<file path="src/rtl/sum_collector.sv">
// Collects {cout,sum} from a LATENCY-deep pipelined adder into a DEPTH-entry result FIFO.
// Optional macro SUM_CHECK_EN adds a shadow recompute of each sum and a mismatch/err_count checker.
module sum_collector #(
  parameter int LATENCY = 3,
  parameter int DEPTH   = 4
) (
  input  logic                     clk,
  input  logic                     reset,
  input  logic                     in_valid,
  input  logic [15:0]              in_a,
  input  logic [15:0]              in_b,
  input  logic                     in_cin,
  input  logic [15:0]              add_sum,
  input  logic                     add_cout,
  output logic                     out_valid,
  input  logic                     out_ready,
  output logic [16:0]              out_data,
  output logic [$clog2(DEPTH):0]   count,
  output logic                     full,
  output logic                     overflow,
  output logic                     mismatch,
  output logic [7:0]               err_count
);
  localparam int AW = $clog2(DEPTH);

  logic [LATENCY-1:0] vld_q;
  logic               cap_valid;
  logic [16:0]        cap_data;
  logic [AW-1:0]      wr_q, rd_q, rd_d;
  logic [AW:0]        cnt_q, cnt_d;
  logic [16:0]        mem_q [DEPTH];
  logic [16:0]        head_q, head_d;
  logic               ovf_q;
  logic               pop, push_ok, full_w;

  assign cap_valid = vld_q[LATENCY-1];
  assign cap_data  = {add_cout, add_sum};
  assign full_w    = (cnt_q == (AW+1)'(DEPTH));
  assign pop       = (cnt_q != '0) && out_ready;
  // A full FIFO still takes a capture when the head leaves on the same edge.
  assign push_ok   = cap_valid && (!full_w || pop);

  always_ff @(posedge clk) begin
    if (reset) vld_q <= '0;
    else begin
      vld_q[0] <= in_valid;
      for (int i = 1; i < LATENCY; i++) vld_q[i] <= vld_q[i-1];
    end
  end

  always_comb begin
    rd_d = pop ? rd_q + 1'b1 : rd_q;
    unique case ({push_ok, pop})
      2'b10:   cnt_d = cnt_q + 1'b1;
      2'b01:   cnt_d = cnt_q - 1'b1;
      default: cnt_d = cnt_q;
    endcase
    // Registered head: the new entry becomes head when it lands at the read slot.
    head_d = head_q;
    if (cnt_d != '0) head_d = (push_ok && rd_d == wr_q) ? cap_data : mem_q[rd_d];
  end

  always_ff @(posedge clk) begin
    if (push_ok) mem_q[wr_q] <= cap_data;
  end

  always_ff @(posedge clk) begin
    if (reset) begin
      wr_q   <= '0;
      rd_q   <= '0;
      cnt_q  <= '0;
      head_q <= 17'h0;
      ovf_q  <= 1'b0;
    end else begin
      if (push_ok) wr_q <= wr_q + 1'b1;
      rd_q   <= rd_d;
      cnt_q  <= cnt_d;
      head_q <= head_d;
      if (cap_valid && !push_ok) ovf_q <= 1'b1;
    end
  end

  assign out_valid = (cnt_q != '0);
  assign out_data  = head_q;
  assign count     = cnt_q;
  assign full      = full_w;
  assign overflow  = ovf_q;

`ifdef SUM_CHECK_EN
  logic [16:0] chk_q [LATENCY];
  logic        mis_q;
  logic [7:0]  err_q;

  always_ff @(posedge clk) begin
    chk_q[0] <= {1'b0, in_a} + {1'b0, in_b} + {16'h0, in_cin};
    for (int i = 1; i < LATENCY; i++) chk_q[i] <= chk_q[i-1];
  end

  always_ff @(posedge clk) begin
    if (reset) begin
      mis_q <= 1'b0;
      err_q <= 8'h0;
    end else if (cap_valid && chk_q[LATENCY-1] != cap_data) begin
      mis_q <= 1'b1;
      if (err_q != 8'hFF) err_q <= err_q + 8'h1;
    end
  end

  assign mismatch  = mis_q;
  assign err_count = err_q;
`else
  logic unused_chk;
  assign unused_chk = ^{in_a, in_b, in_cin};
  assign mismatch   = 1'b0;
  assign err_count  = 8'h0;
`endif
endmodule

</file>
<file path="config.mk">
export PLATFORM = sky130hd
export DESIGN_NAME = sum_collector
export DESIGN_NICKNAME = d
export VERILOG_FILES = /design/src/rtl/sum_collector.sv
export SDC_FILE = /design/constraint.sdc
export NUM_CORES = 1
export LEC_CHECK = 0
export BUFFER_PORTS_ARGS = -buffer_cell sky130_fd_sc_hd__buf_4
export CORE_MARGIN = 3
export CORE_UTILIZATION = 40
export DETAILED_ROUTE_END_ITERATION = 8
export SLEW_MARGIN = 15
export SYNTH_ARGS = -nofsm -noshare
export SYNTH_HDL_FRONTEND = slang
export SYNTH_SLANG_ARGS = --single-unit
</file>
<file path="constraint.sdc">
create_clock -name clk -period 3.48 [get_ports clk]
set_input_delay 0.348 -clock clk [delete_from_list [all_inputs] [get_ports clk]]
set_output_delay 0.348 -clock clk [all_outputs]
set_load 0.01 [all_outputs]
</file>
==> impl_summary.txt <==
----------------------------------------------------
[Clock network]
  Clock latency on the worst-skew pair ... 0.34 ns
  Clock root buffer ... clkbuf_16
  Clock-pin slew of the registers on the worst-case setup and hold paths ... 0.07 ns
  CTS tree ... done
  CTS Hold Bufs ... 0
  Number of buffers inserted to repair setup after CTS ... 0
  Total of cells resized after clock tree synthesis ... 0
  Clock tree buffer depth ... 2
  CTS Sinks ... 96
  Num CTS Buffers ... 9
  Htree depth ... 3

[Setup path]
  CP Max Fanout ... 17
  Data arrival time of the critical path ... 3.23 ns
  Element type at the critical path end ... register
  Required time of the worst setup path ... 3.77 ns
  Start-to-end type of the worst setup path ... reg2reg
  Sort of element at the start of the critical path ... register

[STA]
  Final Worst Setup Slack ... 0.536 ns
  Maximum achievable frequency ... 0.340 GHz
  Total Neg Setup Slack ... 0 ns
  Final-report hold violation count ... 0
  Slew at the pin closest to its max-slew limit ... 0.730 ns
  RSZ-0062 raised after global routing ... no
  Final setup violation count ... 0
  Number of max-slew violations in the final report ... 0
  Share of the clock period used by the worst path after layout ... 0.846
  Worst clock skew ... 0.00627 ns
  Worst max-slew margin expressed relative to the limit ... 0.513
  Tmin final ... 2.94 ns

[Floorplanning]
  Starting density of the core ... 0.415
  Total core area ... 11600 um2
  I/O pin count ... 86
  Die footprint ... 13400 um2
  Number of cell rows ... 39
  Die X-Extent ... 116 um
  Die height ... 116 um

[GRT]
  Wire length of the first global-routing pass ... 17500 um
  Tot GR Track Use ... 0.171
  Total global routing overflow ... 0
  Antenna violations before repair ... 0
  Maximum number of pins on one net before global-route repair ... 50
  Number of global-route vias before repair ... 3423

[Power]
  Design internal power ... 1.91 mW
  Pleak ... 2.07 nW
  Register share of total power ... 0.505
  Power density relative to cell area ... 458 nW/um2
  Switching portion of total power ... 0.238
  Highest ir drop seen on vdd ... 0.000362 V
  Net switching power of the design ... 599 uW
  Clock network fraction of total power ... 0.393
  Logic pwr share ... 0.102

[Synthesis]
  Cell with the most instances after synthesis ... edfxtp_1
  Cell Area, Synth ... 4820 um2
  Synthesis Warnings ... 0
  Number of register bits inferred by synthesis ... 96
  Portion of synthesized cell area occupied by the leading cell type ... 0.424
  Post-synth EDFFs ... 68
  Mean area per synthesized cell ... 11.6 um2
  Share of synthesized registers carrying an async set or reset ... 0
  Post-synth top cells ... 68 x edfxtp_1, 67 x mux2i_1, 45 x nor2_1
  Seq/Total Area, Yosys ... 0.540
  Top cells by area, synth ... edfxtp_1 42%, mux2i_1 14%, dfxtp_1 12%
  Gate count of the mapped netlist ... 417
  Library cell with the largest summed area after synthesis ... edfxtp_1
  Number of distinct library cells after synthesis ... 45
  Most instantiated flip-flop cell in the synthesis netlist ... edfxtp_1

[Route]
  Number of DRC markers after the initial detailed-route iteration ... 221
  WL final ... 11000 um
  DRC violation count after routing ... 0
  Router iterations before antenna repair ... 4
  Vias after detailed routing ... 3384
  Remaining antenna violation count ... 0
  Wire length per cell after detailed routing ... 18.6 um
  Post-detailed-route via-to-cell ratio ... 5.71

[Place]
  Final GP Congestion ... 0.749
  Quantity of I/O buffers inserted on ports ... 43
  Pre-CTS setup slack ... 0.567 ns
  Half-perimeter wire length of the detailed placement result ... 6320 um

[Cells and area]
  Layout cells sized above 1 ... 0.169
  Area delta synth->final ... 14.0%
  Antenna diodes ... 0
  Count of nets after finishing ... 504

[Run status]
  Run status ... finished, final reports clean

[Worst hold path]
  Type of the worst min-delay path ... in2reg

[Job]
  Max Cap Violations ... 0

----------------------------------------------------
critical path, stage by stage (launching register included):
cell	delay, ns
dfxtp_1	0.63
nor2_1	0.16
nand2_1	0.12
nand2_1	0.07
fa_1	0.41
or3b_1	0.39
a31oi_1	0.17
a21boi_1	0.28
and3b_1	0.19
buf_4	0.29
a32o_1	0.17
logic make-up (layout without fill, tap and decap cells):
logic type,count (synthesis),in the layout,share of synthesized area
AO/OA/AOI/OAI,69,69,0.115
buffers and inverters,57,82,0.0618
XOR/XNOR,6,6,0.0109
adder cells (fa/ha/maj),5,5,0.0145
AND/OR/NAND/NOR,116,116,0.118
other,1,9,0.000778
multiplexers,67,67,0.139
flip-flops,96,96,0.540
worst paths after layout:
kind	from	endpoint	slack, ns	depth (start not counted)
max	count[0]	out_data[5]	0.54	10
min	add_sum[13]	mem_q[3][13]	0.21	1
max reg2reg	count[0]	out_data[5]	0.54	10
min reg2reg	vld_q[0]	vld_q[1]	0.44	1
cell usage in the layout, fill, tap and decap left out, types with 2 or more instances in the layout:
cell | Yosys | layout
a211oi_1 | 2 | 2
nor2_1 | 45 | 45
or3_1 | 17 | 17
o21a_1 | 16 | 16
a31oi_1 | 4 | 4
xnor2_1 | 3 | 3
clkbuf_16 | 0 | 9
clkinvlp_4 | 0 | 4
nor2b_1 | 4 | 4
nand2_1 | 5 | 5
inv_1 | 10 | 10
xor2_1 | 3 | 3
a32o_1 | 17 | 17
o22ai_1 | 16 | 16
edfxtp_1 | 68 | 68
nor3_1 | 36 | 36
mux2i_1 | 67 | 67
ha_1 | 4 | 4
conb_1 | 1 | 9
dfxtp_1 | 28 | 27
buf_4 | 11 | 55
o21ai_0 | 4 | 4
final cells by class:
| type | instances | area (um2) |
|---|---|---|
| Fill cell | 1061 | 6120 |
| Sequential cell | 96 | 2600 |
| Multi-Input combinational cell | 272 | 1960 |
| Timing Repair Buffer | 55 | 413 |
| Clock buffer | 10 | 229 |
| Tap cell | 143 | 179 |
| Clock inverter | 6 | 68.8 |
| Inverter | 11 | 41.3 |
registers in the layout (all words and copies together), names as in the netlist:
name,count
out_data,17
overflow,1
rd_q,2
wr_q,2
mem_q,68
vld_q,3
count,3
through the flow:
stage | cell area [um2] | utilization | total power [mW] | hold WS, ns | std cells
6_report | 5490 | 0.473 | 2.51 | 0.208 | 593
5_1_grt | 5490 | 0.473 | 2.60 | 0.205 | 593
4_1_cts | 5490 | 0.473 | 2.53 | 0.203 | 593
3_5_place_dp | 5190 | 0.447 | 1.55 | 0.429 | 577
3_3_place_gp | 5190 | 0.447 | 1.54 | 0.419 | 577
2_1_floorplan | 4850 | - | 1.46 | 0.414 | 425
power groups by stage:
stage	Sequential [mW]	Combinational (mW)	Clock, mW
detailed placement	1.29	0.256	0
CTS	1.27	0.257	1.01
global placement	1.29	0.250	0
global route	1.27	0.281	1.05
floorplan	1.29	0.163	0
finish	1.27	0.256	0.988
layer usage:
| metal | wire length, um | vias to the layer above | GRT usage | share of wire |
|---|---|---|---|---|
| li1 | - | 1593 | - | - |
| met1 | 4680 | 1674 | 0.204 | 0.43 |
| met2 | 5490 | 94 | 0.294 | 0.50 |
| met3 | 577 | 23 | 0.0444 | 0.052 |
| met4 | 249 | 0 | 0.0704 | 0.023 |
| met5 | 0 | - | 0 | 0 |
Power figures use the tool's default switching activity.
